`config.mk`:
```
export PLATFORM = sky130hd
export DESIGN_NAME = debug_frame_capture_flat
export DESIGN_NICKNAME = d
export VERILOG_FILES = /design/src/rtl/debug_frame_capture_if.sv /design/src/rtl/debug_frame_capture.sv /design/src/flat_wrapper.sv
export SDC_FILE = /design/constraint.sdc
export NUM_CORES = 1
export LEC_CHECK = 0
export BUFFER_PORTS_ARGS = -buffer_cell sky130_fd_sc_hd__buf_4
export CAP_MARGIN = 0
export CORE_MARGIN = 2
export CORE_UTILIZATION = 40
export DETAILED_ROUTE_END_ITERATION = 8
export PLACE_DENSITY = 0.56
export SLEW_MARGIN = 20
export SYNTH_ARGS = -nofsm -noshare
export SYNTH_HDL_FRONTEND = slang
export SYNTH_SLANG_ARGS = --single-unit
```
`constraint.sdc`:
```
create_clock -name debug_clk -period 5.4 [get_ports debug_clk]
set_clock_uncertainty 0.05 [all_clocks]
set_input_delay 0.27 -clock debug_clk [delete_from_list [all_inputs] [get_ports debug_clk]]
set_output_delay 0.27 -clock debug_clk [all_outputs]
set_load 0.05 [all_outputs]
```
`src/rtl/debug_frame_capture_if.sv`:
```
// debug_frame_capture_if
//   Bundles the serial debug stream, the frame handshake and the status
//   outputs of debug_frame_capture. Clock and reset are not part of it.
//
//   master : the tag/host side (drives debug_in and frame_ack)
//   slave  : the capture block (drives frame data and status)
//
//   debug_in        serial bit from the tag's debug_out
//   frame_ack       consumer has taken frame_data
//   frame_data      captured snapshot, bit i = tag debug address i
//   frame_valid     frame_data holds an unconsumed frame
//   sync_locked     frame alignment is locked
//   sync_err_count  saturating count of marker mismatches while locked
//   overflow        sticky, a frame was dropped
//   frame_count     emitted-frame counter (zero unless DBG_FRAME_CNT_EN)
interface debug_frame_capture_if;
  logic        debug_in;
  logic        frame_ack;
  logic [15:0] frame_data;
  logic        frame_valid;
  logic        sync_locked;
  logic [3:0]  sync_err_count;
  logic        overflow;
  logic [7:0]  frame_count;

  modport master (
    output debug_in, frame_ack,
    input  frame_data, frame_valid, sync_locked, sync_err_count, overflow, frame_count
  );

  modport slave (
    input  debug_in, frame_ack,
    output frame_data, frame_valid, sync_locked, sync_err_count, overflow, frame_count
  );
endinterface

```
`src/rtl/debug_frame_capture.sv`:
```
// debug_frame_capture
//   Aligns to the tag's serial debug stream using the 4-bit marker carried
//   in addresses 12-15, rebuilds 16-bit status snapshots and offers them on
//   a valid/ack handshake. Reports lock, marker errors and dropped frames.
//
//   debug_clk  sample clock, shared with the tag's debug address counter
//   reset      asynchronous, active-high
//   dbg        debug_frame_capture_if.slave (stream, handshake, status)
//
//   Optional build macro DBG_FRAME_CNT_EN: when defined, dbg.frame_count is
//   an 8-bit wrapping count of accepted frames; otherwise it is tied to 0.
module debug_frame_capture #(
  parameter logic [3:0] SYNC_PATTERN   = 4'b1010,
  parameter int         LOSS_THRESHOLD = 2
) (
  input  logic                  debug_clk,
  input  logic                  reset,
  debug_frame_capture_if.slave  dbg
);

  typedef enum logic [1:0] {HUNT = 2'd0, VERIFY = 2'd1, LOCKED = 2'd2} state_t;

  localparam logic [1:0] LOSS_TH = LOSS_THRESHOLD[1:0];

  state_t      state_q, state_d;
  logic [15:0] shreg_q, shreg_d;
  logic [3:0]  bitcnt_q, bitcnt_d;
  logic [3:0]  fill_q, fill_d;
  logic [1:0]  miss_q, miss_d;
  logic [15:0] frame_data_q, frame_data_d;
  logic        frame_valid_q, frame_valid_d;
  logic        sync_locked_q, sync_locked_d;
  logic [3:0]  err_q, err_d;
  logic        overflow_q, overflow_d;

  logic        match, boundary, hunt_ready, miss_limit, emit, accept;
  logic [1:0]  miss_inc;

  // Newest sample enters at the top, so after 16 samples address i is bit i.
  assign shreg_d    = {dbg.debug_in, shreg_q[15:1]};
  assign match      = (shreg_d[15:12] == SYNC_PATTERN);
  assign boundary   = (bitcnt_q == 4'd15) && (state_q != HUNT);
  // fill_q counts samples already taken in HUNT; the current one is the 16th.
  assign hunt_ready = (fill_q == 4'd15);
  assign miss_inc   = miss_q + 2'd1;
  assign miss_limit = (miss_inc >= LOSS_TH);

  // State register
  always_ff @(posedge debug_clk or posedge reset) begin
    if (reset) begin
      state_q       <= HUNT;
      shreg_q       <= '0;
      bitcnt_q      <= '0;
      fill_q        <= '0;
      miss_q        <= '0;
      frame_data_q  <= '0;
      frame_valid_q <= 1'b0;
      sync_locked_q <= 1'b0;
      err_q         <= '0;
      overflow_q    <= 1'b0;
    end else begin
      state_q       <= state_d;
      shreg_q       <= shreg_d;
      bitcnt_q      <= bitcnt_d;
      fill_q        <= fill_d;
      miss_q        <= miss_d;
      frame_data_q  <= frame_data_d;
      frame_valid_q <= frame_valid_d;
      sync_locked_q <= sync_locked_d;
      err_q         <= err_d;
      overflow_q    <= overflow_d;
    end
  end

  // Next-state logic
  always_comb begin
    state_d = state_q;
    case (state_q)
      HUNT: begin
        if (match && hunt_ready) state_d = VERIFY;
      end
      VERIFY: begin
        if (boundary) state_d = match ? LOCKED : HUNT;
      end
      LOCKED: begin
        if (boundary && !match && miss_limit) state_d = HUNT;
      end
      default: state_d = HUNT;
    endcase
  end

  // Datapath and outputs
  always_comb begin
    // The sample after the HUNT match is address 0 of the next frame.
    bitcnt_d = bitcnt_q + 4'd1;
    if (state_q == HUNT && state_d == VERIFY) bitcnt_d = 4'd0;

    // Sample counting restarts on every HUNT entry.
    fill_d = 4'd0;
    if (state_q == HUNT && state_d == HUNT) fill_d = hunt_ready ? fill_q : fill_q + 4'd1;

    miss_d = (state_q == LOCKED) ? miss_q : 2'd0;
    err_d  = err_q;
    if (state_q == LOCKED && boundary) begin
      if (match || miss_limit) miss_d = 2'd0;
      else                     miss_d = miss_inc;
      if (!match && err_q != 4'hF) err_d = err_q + 4'd1;
    end

    emit   = boundary && match;
    accept = emit && (!frame_valid_q || dbg.frame_ack);

    frame_data_d  = frame_data_q;
    frame_valid_d = frame_valid_q;
    overflow_d    = overflow_q;
    if (accept) begin
      frame_data_d  = shreg_d;
      frame_valid_d = 1'b1;
    end else if (emit) begin
      overflow_d = 1'b1;   // previous frame still pending: new one dropped
    end else if (dbg.frame_ack) begin
      frame_valid_d = 1'b0;
    end

    sync_locked_d = (state_d == LOCKED);
  end

  assign dbg.frame_data     = frame_data_q;
  assign dbg.frame_valid    = frame_valid_q;
  assign dbg.sync_locked    = sync_locked_q;
  assign dbg.sync_err_count = err_q;
  assign dbg.overflow       = overflow_q;

`ifdef DBG_FRAME_CNT_EN
  logic [7:0] frame_count_q, frame_count_d;

  always_comb frame_count_d = accept ? frame_count_q + 8'd1 : frame_count_q;

  always_ff @(posedge debug_clk or posedge reset) begin
    if (reset) frame_count_q <= '0;
    else       frame_count_q <= frame_count_d;
  end

  assign dbg.frame_count = frame_count_q;
`else
  assign dbg.frame_count = 8'h00;
`endif

endmodule

```
`src/flat_wrapper.sv`:
```
// flat-port wrapper written by rule: the top's interface ports become plain ports
module debug_frame_capture_flat 
#(
  parameter logic [3:0] SYNC_PATTERN   = 4'b1010,
  parameter int         LOSS_THRESHOLD = 2
)
  (debug_clk, reset, dbg_debug_in, dbg_frame_ack, dbg_frame_data, dbg_frame_valid, dbg_sync_locked, dbg_sync_err_count, dbg_overflow, dbg_frame_count);
  debug_frame_capture_if dbg_i ();
  input  logic debug_clk;
  input  logic reset;
  input wire logic [$bits(dbg_i.debug_in)-1:0] dbg_debug_in;
  input wire logic [$bits(dbg_i.frame_ack)-1:0] dbg_frame_ack;
  output wire logic [$bits(dbg_i.frame_data)-1:0] dbg_frame_data;
  output wire logic [$bits(dbg_i.frame_valid)-1:0] dbg_frame_valid;
  output wire logic [$bits(dbg_i.sync_locked)-1:0] dbg_sync_locked;
  output wire logic [$bits(dbg_i.sync_err_count)-1:0] dbg_sync_err_count;
  output wire logic [$bits(dbg_i.overflow)-1:0] dbg_overflow;
  output wire logic [$bits(dbg_i.frame_count)-1:0] dbg_frame_count;
  assign dbg_i.debug_in = dbg_debug_in;
  assign dbg_i.frame_ack = dbg_frame_ack;
  assign dbg_frame_data = dbg_i.frame_data;
  assign dbg_frame_valid = dbg_i.frame_valid;
  assign dbg_sync_locked = dbg_i.sync_locked;
  assign dbg_sync_err_count = dbg_i.sync_err_count;
  assign dbg_overflow = dbg_i.overflow;
  assign dbg_frame_count = dbg_i.frame_count;
  debug_frame_capture #(.SYNC_PATTERN(SYNC_PATTERN), .LOSS_THRESHOLD(LOSS_THRESHOLD)) u_core (.debug_clk(debug_clk), .reset(reset), .dbg(dbg_i));
endmodule
```
# ---- Word level (Yosys, flattened, before mapping)
# Cells that the tools add are included.
# Widths: inputs -> output; s select.
dict set report classes {
  n_mux 14
  bitwise 1
  reduce_logical 21
  magnitude_cmp 1
  addsub 4
  n_eq_ne 11
}
# cell count
set op_table {}
lappend op_table {{$mux 2} 7}
lappend op_table {{$add 4x1->4 const B} 3}
lappend op_table {{$eq 4x4->1 const B} 3}
lappend op_table {{$mux 4} 3}
lappend op_table {{$logic_and 1x1->1} 10}
lappend op_table {{$ne 2x2->1 const B} 3}
lappend op_table {{$pmux 2 s3} 1}
lappend op_table {{$reduce_and 2->1} 3}
lappend op_table {{$eq 2x1->1 const B} 2}
lappend op_table {{$eq 2x2->1 const B} 2}
lappend op_table {{$logic_not 2->1} 2}
lappend op_table {{$ne 4x4->1 const B} 1}
lappend op_table {{$reduce_bool 2->1} 2}
lappend op_table {{$mux 1} 3}
lappend op_table {{$add 2x1->2 const B} 1}
lappend op_table {{$ge 2x2->1 const B} 1}
lappend op_table {{$logic_not 1->1} 2}
lappend op_table {{$logic_or 1x1->1} 2}
lappend op_table {{$not 1->1} 1}
dict set report totals {
  elab_cells 62
  input_bits 4
  out_inout_bits 31
  register_bits 51
}

# ---- Logic depth before layout (Yosys ltp)
dict set report depth {
  ltp_word 9
  ltp_mapped 7
  mapped_depth_nobuf 5
}

# ---- Worst setup path before layout
# Ideal clock, no wire load.
dict set report synth_timing {
  path_kind {register to register}
  start {register u_core.bitcnt_q[0]}
  end {register u_core.frame_data_q[0] (netlist: u_core.dbg.frame_data[0])}
  arrival_ns 1.653
  required_time_ns 5.225
  path_slack_ns 3.572
  synth_period_minus_slack_ns 1.828
  path_stages_with_launch 8
  n_path_buf 2
  setup_time_ns 0.125
  path_cell_list {dfrtp_1 -> ha_1 -> and3_1 -> and2_4 -> and3_4 -> buf_6 -> buf_12 -> mux2_4}
}
dict set report synth_via {
  elab_chain_len 4
}
# element line
set synth_rtl {}
lappend synth_rtl {{from (decl)} debug_frame_capture.sv:27} ;# logic [3:0] bitcnt_q, bitcnt_d;
lappend synth_rtl {{from (signal assigned)} debug_frame_capture.sv:64} ;# bitcnt_q <= bitcnt_d;
lappend synth_rtl {{$eq 4x4->1} debug_frame_capture.sv:42} ;# assign boundary = (bitcnt_q == 4'd15) && (state_q != HUNT);
lappend synth_rtl {{$logic_and 1x1->1} debug_frame_capture.sv:42}
lappend synth_rtl {{$logic_and 1x1->1} debug_frame_capture.sv:110} ;# emit = boundary && match;
lappend synth_rtl {{$logic_and 1x1->1} debug_frame_capture.sv:111} ;# accept = emit && (!frame_valid_q || dbg.frame_ack);
lappend synth_rtl {{to (signal assigned)} debug_frame_capture.sv:67} ;# frame_data_q <= frame_data_d;
lappend synth_rtl {{to (decl)} debug_frame_capture.sv:30} ;# logic [15:0] frame_data_q, frame_data_d;
# Every way passes these cells.
# A chain may end at the register's enable or synchronous reset.

# ---- Final worst setup path
dict set report layout_timing {
  start {register u_core.bitcnt_q[0]}
  end {register u_core.frame_data_q[6] (netlist: u_core.dbg.frame_data[6])}
}
# The elaborated chain is that of the path after synthesis.

==> run metrics <==
status finished, final reports clean; clock sink total 50; CP Launch Point u_core.bitcnt_q[0]; DR pass1 iterations 4; total CTS buffers 5; CTS root buf clkbuf_8; Layout Cells excl Fill 223; hpwl dp 2.189 mm; Tot Pwr 0.9026 mW; ANT nets after route 0; final hold vios 0; Diodes inserted 0; row cnt 25; drt first-iter violations 71; die footprint 5424 um2; Mapped Area 1941 um2; Seq/Total Area, Yosys 0.6447; Crit path arrival time 2.00 ns; Synth cell types 34; fin nets 176; layout cells sized above 1 0.3136; Filler cells 415; YS warnings 0; Post-CTS Setup Repair Bufs 0; Worst-path clk slew 0.09 ns; Internal Power 0.6288 mW; vias 1109; largest net degree at the start of global routing 51; port bufs 26; H-tree Lvls 2; worst min path class in2async; switch share 0.3033; Clock power frac 0.289; P_sw 0.2737 mW; remaining global-route overflow 0; initial antenna violation count 0; first-pass GRT wire length 5.181 mm; Yosys top cell by area dfrtp_1; reg2reg end u_core.dbg.frame_data[6]; top-area cell type share of the netlist area 0.6447; Worst setup EP type flop; commonest non-fill, non-tap cell in the layout dfrtp_1; max-cap violation count 0; worst r2r src u_core.bitcnt_q[0]; RSZ-0062 raised after global routing no; clock tree buffer depth 2; sequential share of power 0.505; combinational share of power 0.206; Slew Limit Fails 0; drt wl/cell 14.17 um; hold_buf cts 0; number of global-route vias before repair 1131; core footprint 4692 um2; period utilisation layout 0.3468; total wire length 3.159 mm; placed cell areas 2123 um2; LEAKAGE 1.097 nW; GPL Wtd Cong 0.6753; most frequent cells in the layout dfrtp_1, buf_4, nor2_1; Inst Count DP 216; Overall Global Routing Usage 0.1263; Slew headroom 0.4455; Finish-stage setup viols 0; worst-margin pin slew 0.8317 ns; Cells after Synth 141; setup_tns 0 ns; flops & latches, synth 50; maximum vdd drop 0.1789 mV; Via density 4.973; width of the chip 73.65 um; Req. time, crit path 5.53 ns; worst skew pair latency 0.29 ns; min Tclk post-route 1.873 ns; worst reg2reg setup slack 3.53 ns; area delta synth->final 15.28%; DRC 0; I/O Pins 35; crit-path max FO 16; P per Cell Area 403.4 nW/um2; CTS tree done; design area 2237 um2; post-cts resize count 0; hold slack 0.04111 ns; fmax 534.0 MHz; FF-to-FF path depth 5; Starting Density 0.4136; startpoint types flop; Die Ht 73.65 um; Syn Area/Cell 13.76 um2; top cells by area, synth dfrtp_1, mux2_4, mux2_2; Crit Path Class reg2reg
power by group through the flow:
stage	clock network, mW	logic, mW	registers [mW]
after detailed placement	0	0.187	0.463
after floorplan	0	0.0927	0.512
final	0.261	0.186	0.456
after global routing	0.281	0.203	0.464
after CTS	0.268	0.188	0.456
after global placement	0	0.180	0.459
Yosys cell counts (all sizes together):
library cell / n
a21oi: 6
a22oi: 1
and2: 1
and2b: 3
and3: 3
and4bb: 1
buf: 11
clkbuf: 1
conb: 1
dfrtp: 50
ha: 3
inv: 2
mux2: 13
mux2i: 1
nand2: 3
nand2b: 1
nand3: 6
nand4: 2
nand4bb: 1
nor2: 9
nor2b: 3
nor3: 4
nor4: 1
o21ai: 3
o21bai: 1
o221ai: 1
or2: 4
xnor2: 3
xor2: 2
worst max-delay path, cell delays in order (launching register included):
cell and delay (ns):
dfrtp_1 0.38, ha_1 0.21, and3_1 0.24, and2_4 0.16
and3_4 0.35, mux2_2 0.37
per-stage QoR:
| step | setup slack [ns] | util |
|---|---|---|
| 2_1_floorplan | 3.572 | - |
| 4_1_cts | 3.520 | 0.4765 |
| 3_3_place_gp | 3.594 | 0.4525 |
| 5_1_grt | 3.428 | 0.4768 |
| 3_5_place_dp | 3.528 | 0.4525 |
| 6_report | 3.527 | 0.4768 |
logic make-up after synthesis:
kind of cell | Yosys count | synth area share
fa+ha+maj | 3 | 0.01934
compound gates | 12 | 0.03546
mux | 14 | 0.09220
flops | 50 | 0.6447
simple gates | 42 | 0.1251
other cells | 1 | 0.001932
buf+inv | 14 | 0.05867
xor+xnor | 5 | 0.02257
cell type report:
cell class                      instances  area [um2]  share of cell area
Tap cell                               54       67.56             0.03020
Timing Repair Buffer                   26       195.2             0.08725
Inverter                                2       8.758            0.003915
Clock inverter                          1       30.03             0.01342
Multi-Input combinational cell         84       601.8              0.2690
Sequential cell                        50        1251              0.5593
Clock buffer                            6       82.58             0.03691
how the worst max path moves through the flow:
stage | endpoint | slack (ns) | cells past startpoint
6_report | u_core.dbg.frame_data[6] | 3.53 | 5
3_3_place_gp | u_core.dbg.frame_data[11] | 3.59 | 5
2_1_floorplan | u_core.dbg.frame_data[0] | 3.57 | 7
5_1_grt | u_core.dbg.frame_data[6] | 3.43 | 5
3_5_place_dp | u_core.dbg.frame_data[6] | 3.53 | 5
4_1_cts | u_core.dbg.frame_data[6] | 3.52 | 5
sequential cells by signal (all words and copies together) (netlist names):
signal and count:
u_core.dbg.overflow 1, u_core.dbg.frame_data 16, u_core.bitcnt_q 4, u_core.shreg_q 15, u_core.state_q 2, u_core.miss_q 2, u_core.fill_q 4, u_core.dbg.sync_err_count 4
u_core.dbg.frame_valid 1, u_core.dbg.sync_locked 1
layer usage:
| layer | share of wire | vias up | wire (um) | global-route usage |
|---|---|---|---|---|
| met5 | 0 | - | 0 | 0 |
| met4 | 0.0044 | 0 | 14 | 0.05859 |
| met3 | 0.040 | 2 | 126 | 0.03018 |
| met2 | 0.49 | 25 | 1559 | 0.2034 |
| met1 | 0.46 | 568 | 1459 | 0.1610 |
| li1 | - | 514 | - | - |
No activity file was read; power rests on OpenSTA's default activity.
